## config.mk

```make
export PLATFORM = sky130hd
export DESIGN_NAME = ntt_omega_gen
export DESIGN_NICKNAME = d
export VERILOG_FILES = /design/src/rtl/ntt_pkg.sv /design/src/rtl/ntt_modmul.sv /design/src/rtl/ntt_omega_gen.sv
export SDC_FILE = /design/constraint.sdc
export NUM_CORES = 1
export LEC_CHECK = 0
export ABC_AREA = 0
export CAP_MARGIN = 20
export CORE_MARGIN = 5
export CORE_UTILIZATION = 65
export CTS_CLUSTER_SIZE = 40
export DETAILED_ROUTE_END_ITERATION = 8
export DONT_BUFFER_PORTS = 1
export PLACE_DENSITY = 0.88
export SYNTH_ARGS = -nofsm -noshare
export SYNTH_HDL_FRONTEND = slang
export SYNTH_SLANG_ARGS = --single-unit
```

## constraint.sdc

```tcl
create_clock -name clk -period 6.81 [get_ports clk]
set_input_delay 1.362 -clock clk [delete_from_list [all_inputs] [get_ports clk]]
set_output_delay 1.362 -clock clk [all_outputs]
set_load 0.1 [all_outputs]
```

## src/rtl/ntt_pkg.sv

```systemverilog
`default_nettype none
// ============================================================================
// Module      : ntt_pkg
// Description : Shared constants and state encoding for the NTT twiddle
//               loader. Word-address map of the shared BRAM: x region at
//               words 0..63, twiddle matrix at 64..4159, y region at
//               4160..4223.
// Revision    : 1.0 - initial release
// ============================================================================
package ntt_pkg;

  localparam int NTT_N       = 64;
  localparam int W_BASE_WORD = 64;
  localparam int Y_BASE_WORD = 4160;

  typedef enum logic [2:0] {
    S_IDLE  = 3'd0,
    S_WRITE = 3'd1,
    S_MULE  = 3'd2,
    S_MULB  = 3'd3,
    S_DONE  = 3'd4,
    S_ERR   = 3'd5
  } omega_state_t;

endpackage
`default_nettype wire

```

## src/rtl/ntt_modmul.sv

```systemverilog
`default_nettype none
// ============================================================================
// Module      : ntt_modmul
// Description : Sequential interleaved modular multiplier, result = a*b mod p.
//               Operands are latched on start; done pulses for one cycle
//               exactly DATA_W cycles after start is sampled.
// Ports       : clk, rst (async, active-high), start, a, b, p -> result, done
//               Requires a, b < p.
// Revision    : 1.0 - initial release
// ============================================================================
module ntt_modmul
  import ntt_pkg::*;
#(
  parameter int DATA_W = 8
) (
  input  logic              clk,
  input  logic              rst,
  input  logic              start,
  input  logic [DATA_W-1:0] a,
  input  logic [DATA_W-1:0] b,
  input  logic [DATA_W-1:0] p,
  output logic [DATA_W-1:0] result,
  output logic              done
);

  localparam int CNT_W = $clog2(DATA_W);

  logic [DATA_W-1:0] r_a;
  logic [DATA_W-1:0] r_b;
  logic [DATA_W-1:0] r_p;
  logic [DATA_W-1:0] r_acc;
  logic [CNT_W-1:0]  r_cnt;
  logic              r_busy;
  logic              r_done;

  // One bit of the interleaved method: acc <- 2*acc mod p, then optionally
  // acc <- acc + addend mod p. Intermediates never exceed 2p-2, so one
  // conditional subtract per reduction is enough.
  function automatic logic [DATA_W-1:0] interleave_step(
    input logic [DATA_W-1:0] acc,
    input logic [DATA_W-1:0] addend,
    input logic [DATA_W-1:0] modulus,
    input logic              bit_k
  );
    logic [DATA_W:0] p9;
    logic [DATA_W:0] dbl;
    logic [DATA_W:0] red;
    logic [DATA_W:0] sum;
    p9  = {1'b0, modulus};
    dbl = {acc, 1'b0};
    red = (dbl >= p9) ? dbl - p9 : dbl;
    sum = red + (bit_k ? {1'b0, addend} : '0);
    return DATA_W'((sum >= p9) ? sum - p9 : sum);
  endfunction

  // The MSB iteration is folded into the start cycle so the whole product
  // takes exactly DATA_W register updates (start + DATA_W-1 busy cycles).
  always_ff @(posedge clk or posedge rst) begin
    if (rst) begin
      r_a    <= '0;
      r_b    <= '0;
      r_p    <= '0;
      r_acc  <= '0;
      r_cnt  <= '0;
      r_busy <= 1'b0;
      r_done <= 1'b0;
    end else begin
      r_done <= 1'b0;
      if (start) begin
        r_a    <= a;
        r_p    <= p;
        r_b    <= b << 1;
        r_acc  <= interleave_step('0, a, p, b[DATA_W-1]);
        r_cnt  <= CNT_W'(DATA_W - 2);
        r_busy <= 1'b1;
      end else if (r_busy) begin
        r_acc <= interleave_step(r_acc, r_a, r_p, r_b[DATA_W-1]);
        r_b   <= r_b << 1;
        r_cnt <= r_cnt - 1'b1;
        if (r_cnt == '0) begin
          r_busy <= 1'b0;
          r_done <= 1'b1;
        end
      end
    end
  end

  assign result = r_acc;
  assign done   = r_done;

endmodule
`default_nettype wire

```

## src/rtl/ntt_omega_gen.sv

```systemverilog
`default_nettype none
// ============================================================================
// Module      : ntt_omega_gen
// Description : Fills the twiddle region of the shared NTT BRAM with
//               w[i][j] = omega^(i*j) mod p, row-major, one 64-bit word per
//               entry at word W_BASE + N*i + j. Each entry costs 9 cycles:
//               one write cycle plus an 8-cycle modular multiply.
// Ports       : clk, rst (async, active-high), start, omega, modulus
//               BRAM_addr (byte address), BRAM_clk, BRAM_din, BRAM_en,
//               BRAM_we, busy, done (sticky), err (sticky)
// Revision    : 1.0 - initial release
// ============================================================================
module ntt_omega_gen
  import ntt_pkg::*;
#(
  parameter int N      = NTT_N,
  parameter int W_BASE = W_BASE_WORD,
  parameter int DATA_W = 8
) (
  input  logic              clk,
  input  logic              rst,
  input  logic              start,
  input  logic [DATA_W-1:0] omega,
  input  logic [DATA_W-1:0] modulus,
  output logic [14:0]       BRAM_addr,
  output logic              BRAM_clk,
  output logic [63:0]       BRAM_din,
  output logic              BRAM_en,
  output logic              BRAM_we,
  output logic              busy,
  output logic              done,
  output logic              err
);

  localparam int                 IDX_W     = $clog2(N);
  localparam logic [IDX_W-1:0]   LAST_IDX  = IDX_W'(N - 1);
  localparam logic [14:0]        BASE_BYTE = 15'(W_BASE * 4);
  localparam logic [DATA_W-1:0]  ONE       = DATA_W'(1);

  omega_state_t      r_state;
  omega_state_t      w_state_nxt;
  logic [DATA_W-1:0] r_omega;
  logic [DATA_W-1:0] r_p;
  logic [DATA_W-1:0] r_cur;
  logic [DATA_W-1:0] r_base;
  logic [IDX_W-1:0]  r_i;
  logic [IDX_W-1:0]  r_j;
  logic [DATA_W-1:0] w_cur_nxt;
  logic [DATA_W-1:0] w_base_nxt;
  logic [IDX_W-1:0]  w_i_nxt;
  logic [IDX_W-1:0]  w_j_nxt;
  logic              w_latch;
  logic              w_param_bad;
  logic              w_mm_start;
  logic [DATA_W-1:0] w_mm_a;
  logic [DATA_W-1:0] w_mm_b;
  logic [DATA_W-1:0] w_mm_result;
  logic              w_mm_done;
  logic [14:0]       w_addr_nxt;
  logic [14:0]       r_addr;
  logic [63:0]       r_din;
  logic              r_we;
  logic              r_busy;
  logic              r_done;
  logic              r_err;

  assign w_param_bad = (modulus < DATA_W'(2)) || (omega >= modulus);

  // Row stride N is a power of two, so N*i + j is just {i, j}.
  assign w_addr_nxt = BASE_BYTE + 15'({w_i_nxt, w_j_nxt, 2'b00});

  ntt_modmul #(
    .DATA_W (DATA_W)
  ) u_modmul (
    .clk    (clk),
    .rst    (rst),
    .start  (w_mm_start),
    .a      (w_mm_a),
    .b      (w_mm_b),
    .p      (r_p),
    .result (w_mm_result),
    .done   (w_mm_done)
  );

  // cur walks along a row (cur *= base), base steps between rows
  // (base *= omega), so base = omega^i and cur = omega^(i*j).
  always_comb begin
    w_state_nxt = r_state;
    w_cur_nxt   = r_cur;
    w_base_nxt  = r_base;
    w_i_nxt     = r_i;
    w_j_nxt     = r_j;
    w_latch     = 1'b0;
    w_mm_start  = 1'b0;
    w_mm_a      = r_cur;
    w_mm_b      = r_base;
    case (r_state)
      S_IDLE, S_DONE, S_ERR: begin
        if (start) begin
          if (w_param_bad) begin
            w_state_nxt = S_ERR;
          end else begin
            w_state_nxt = S_WRITE;
            w_latch     = 1'b1;
            w_cur_nxt   = ONE;
            w_base_nxt  = ONE;
            w_i_nxt     = '0;
            w_j_nxt     = '0;
          end
        end
      end
      S_WRITE: begin
        if (r_j != LAST_IDX) begin
          w_mm_start  = 1'b1;
          w_state_nxt = S_MULE;
        end else if (r_i != LAST_IDX) begin
          w_mm_start  = 1'b1;
          w_mm_a      = r_base;
          w_mm_b      = r_omega;
          w_state_nxt = S_MULB;
        end else begin
          w_state_nxt = S_DONE;
        end
      end
      S_MULE: begin
        if (w_mm_done) begin
          w_cur_nxt   = w_mm_result;
          w_j_nxt     = r_j + 1'b1;
          w_state_nxt = S_WRITE;
        end
      end
      S_MULB: begin
        if (w_mm_done) begin
          w_base_nxt  = w_mm_result;
          w_cur_nxt   = ONE;
          w_i_nxt     = r_i + 1'b1;
          w_j_nxt     = '0;
          w_state_nxt = S_WRITE;
        end
      end
      default: w_state_nxt = S_IDLE;
    endcase
  end

  // Port registers are loaded on the edge that enters WRITE, so address,
  // data and strobe all appear together during the WRITE cycle.
  always_ff @(posedge clk or posedge rst) begin
    if (rst) begin
      r_state <= S_IDLE;
      r_omega <= '0;
      r_p     <= '0;
      r_cur   <= '0;
      r_base  <= '0;
      r_i     <= '0;
      r_j     <= '0;
      r_addr  <= '0;
      r_din   <= '0;
      r_we    <= 1'b0;
      r_busy  <= 1'b0;
      r_done  <= 1'b0;
      r_err   <= 1'b0;
    end else begin
      r_state <= w_state_nxt;
      r_cur   <= w_cur_nxt;
      r_base  <= w_base_nxt;
      r_i     <= w_i_nxt;
      r_j     <= w_j_nxt;
      if (w_latch) begin
        r_omega <= omega;
        r_p     <= modulus;
      end
      r_we <= (w_state_nxt == S_WRITE);
      if (w_state_nxt == S_WRITE) begin
        r_addr <= w_addr_nxt;
        r_din  <= 64'(w_cur_nxt);
      end
      r_busy <= (w_state_nxt == S_WRITE) || (w_state_nxt == S_MULE) ||
                (w_state_nxt == S_MULB);
      r_done <= (w_state_nxt == S_DONE);
      r_err  <= (w_state_nxt == S_ERR);
    end
  end

  assign BRAM_clk  = clk;
  assign BRAM_addr = r_addr;
  assign BRAM_din  = r_din;
  assign BRAM_we   = r_we;
  assign BRAM_en   = r_we;
  assign busy      = r_busy;
  assign done      = r_done;
  assign err       = r_err;

endmodule
`default_nettype wire

```

==> results.cfg <==
[status]
status = finished, final reports clean

[drt]
avgRoutedWirePerCell_um = 18.5
via_per_inst = 6.25
first_pass_iters = 5
ant_nets = 0
drt_iter0_markers = 627
drc = 0
postRouteWirelength_mm = 18.8
num_vias = 6328

[die]
ios = 104
initial_utilization_pct = 67.1
dieArea_mm2 = 0.0142
rows = 39
die_x_um = 119
fp.dieH_um = 119
core_area_mm2 = 0.0116

[synth]
yosysUniqueCellTypes = 77
synth-async-reset-ratio_pct = 100
yosys_warnings = 0
synth.area.mux_share_pct = 3.07
synth_area_mm2 = 0.00775
ys_seq_elements = 108
yosys.area_share.adder_pct = 10.3
synth_top_family_by_area = compound AO/OA/AOI/OAI gates
yosysTopAreaCell = dfrtp_1
synth_simple_gate_area_share_pct = 16.7
syn_avg_cell_area_um2 = 8.79
ys_seq_area_share_pct = 34.8
synth_top_area_share_pct = 34.8
synth_flop_cell = dfrtp_1
synth.area.top_cells = dfrtp_1, ha_1, buf_4
synthXorXnorAreaFrac_pct = 3.28
postSynthCellCount = 882
synth_edf_count = 0
synth-compound-area-share_pct = 21.2

[clock_network]
cts_sinks = 108
ctsResizeCount = 0
htree_levels = 3
ctsRootBufferMaster = clkbuf_16
clk_pin_slew_worst_paths_ps = 80
cts_tree = built
hold_buffers = 0
post_cts_buffers = 0
clock_latency_ps = 360
cts_inserted_buffers = 9
cts_buffer_depth = 2

[sta]
rsz0062_at_grt = false
fmax_mhz = 181
worstMarginPinSlew_ps = 964
period_share_pct = 81.2
hold_viol = 0
fin_skew_ps = 9.02
finalCriticalPeriod_ps = 5530
worst_slack_ps = 1280
slew_headroom_pct = 35.7
fin_setup_tns_ps = 0
slew_violations = 0
setup_viol = 0

[grt]
antenna_found_initial = 0
grt_pass1_vias = 6258
grt_pass1_wl_mm = 31.4
grtUsageTotal_pct = 27.4
grt_max_degree = 75
overflow = 0

[worst_setup_path]
crit_slowest_cell = and2_1
path_delay_family = compound AO/OA/AOI/OAI gates
crit_path_max_incr_delay_ps = 420
crit_buf_inv = 1
worstSetupPathType = register to register
cp.arrival_ps = 5770
cp.required_ps = 7060
critPathLaunchType = register
crit_path_max_fanout = 15
crit_chain = inv_1 -> ha_1 -> ha_1 -> o311ai_0 -> a21o_1 -> and2_1 -> mux2_2 -> ha_1 -> a211oi_1 -> nor2_1 -> o21a_1 -> o41a_1 -> xor2_1 -> ha_1 -> nand4_1 -> o21bai_1 -> and3b_1 -> mux2i_2 -> nor2_1 -> o311a_1
end_kind = register
crit_top_cell = ha_1

[cells_and_area]
fin_util_pct = 68.7
synthToLayoutAreaGrowth_pct = 2.42
fin_nets = 944
antenna_cells = 0
fin_cells = 1012
drive_above_1_share_pct = 7.25

[place]
place_ws_ps = 1350
place_hpwl_mm = 13.9
gp_congestion = 0.964
placed_cells = 995
port_buffers = 0

[hold_path]
hp-class = register to register

[run]
drv_cap = 0
## final cells by class
cell class | count | area [um^2]
Multi-Input combinational cell | 679 | 4470
Fill cell | 888 | 3620
Sequential cell | 108 | 2700
Clock buffer | 10 | 229
Inverter | 58 | 220
Tap cell | 143 | 179
Clock inverter | 6 | 78.8
Timing Repair Buffer | 8 | 63.8
## per-layer routing
layer	part of all wire [%]	routed length, um	global-route usage, %
met1	40	7600	36.0
met2	48	9090	45.0
met3	7.5	1410	4.03
met4	3.6	673	12.8
met5	0	0	0
## worst reg2reg max path, stage by stage (launching register included)
cell and delay, ps:
dfrtp_1 360, inv_1 210, ha_1 300, ha_1 180
o311ai_0 390, a21o_1 230, and2_1 420, mux2_2 400
ha_1 290, a211oi_1 240, nor2_1 90, o21a_1 190
o41a_1 320, xor2_1 170, ha_1 330, nand4_1 90
o21bai_1 180, and3b_1 230, mux2i_2 420, nor2_1 100
o311a_1 300
## Yosys cell counts (5+ instances only)
| cell | count |
|---|---|
| nor2_1 | 68 |
| o211ai_1 | 5 |
| nand3_1 | 15 |
| buf_4 | 61 |
| nor2b_1 | 18 |
| clkbuf_1 | 22 |
| fa_1 | 5 |
| nand2_1 | 91 |
| nor3_1 | 11 |
| nand4_1 | 16 |
| mux2_2 | 13 |
| xor2_1 | 7 |
| a21o_1 | 11 |
| a22o_1 | 16 |
| xnor2_1 | 22 |
| a21oi_1 | 46 |
| inv_1 | 57 |
| o21ai_0 | 71 |
| nand2b_1 | 9 |
| o31ai_1 | 5 |
| o31a_1 | 6 |
| a211oi_1 | 19 |
| o21a_1 | 15 |
| a31oi_1 | 10 |
| dfrtp_1 | 108 |
| ha_1 | 56 |
| and2_1 | 10 |
| buf_2 | 10 |
## through the flow
stage	hold WS, ps	instance area (um^2)
3_5_place_dp	468	7620
6_report	482	7940
4_1_cts	485	7930
2_1_floorplan	442	7970
3_3_place_gp	454	7620
5_1_grt	510	7940
## kinds of logic (layout without fill, tap and decap cells)
family                   Yosys count  count (layout)
AO/OA/AOI/OAI                    243             243
XOR/XNOR                          29              29
adder cells (fa/ha/maj)           61              61
buffers and inverters            152              82
flip-flops                       108             108
multiplexers                      20              20
other                              1              58
AND/OR/NAND/NOR                  268             268
## placed cells by master, fill, tap and decap left out, types with 11 or more instances in the layout
cell type | netlist | final
inv_1 | 57 | 56
ha_1 | 56 | 56
o21a_1 | 15 | 15
conb_1 | 1 | 58
a211oi_1 | 19 | 19
a22o_1 | 16 | 16
dfrtp_1 | 108 | 107
nand4_1 | 16 | 16
o21ai_0 | 71 | 71
xnor2_1 | 22 | 22
nand2_1 | 91 | 91
mux2_2 | 13 | 13
nor2b_1 | 18 | 18
nor2_1 | 68 | 68
nand3_1 | 15 | 15
a21o_1 | 11 | 11
a21oi_1 | 46 | 45
## sequential cells by signal (all words and copies together) (netlist names)
| signal | count |
|---|---|
| done | 1 |
| BRAM_addr | 13 |
| r_p | 8 |
| err | 1 |
| busy | 1 |
| u_modmul.r_cnt | 3 |
| BRAM_en | 1 |
| u_modmul.r_p | 8 |
| r_base | 8 |
| r_cur | 8 |
| r_i | 6 |
| u_modmul.r_b | 7 |
| u_modmul.done | 1 |
| u_modmul.r_busy | 1 |
| r_j | 6 |
| u_modmul.r_a | 8 |
| r_state | 3 |
| BRAM_din | 8 |
| u_modmul.result | 8 |
| r_omega | 8 |
## worst paths after layout
path / endpoint / startpoint / cells after the start / slack (ps)
max: u_modmul.result[1] / u_modmul.r_p[1] / 20 / 1280
min in group asynchronous: u_modmul.r_p[6] / rst / 1 / 870
max in group asynchronous: u_modmul.result[7] / rst / 2 / 4650
min: u_modmul.r_a[5] / u_modmul.r_a[5] / 2 / 480
min reg2reg: u_modmul.r_a[5] / u_modmul.r_a[5] / 2 / 480
max reg2reg: u_modmul.result[1] / u_modmul.r_p[1] / 20 / 1280
Power is left out: the tool's default activity adds up to more than one toggle a clock period on the data nets, which glitch-free logic cannot reach.
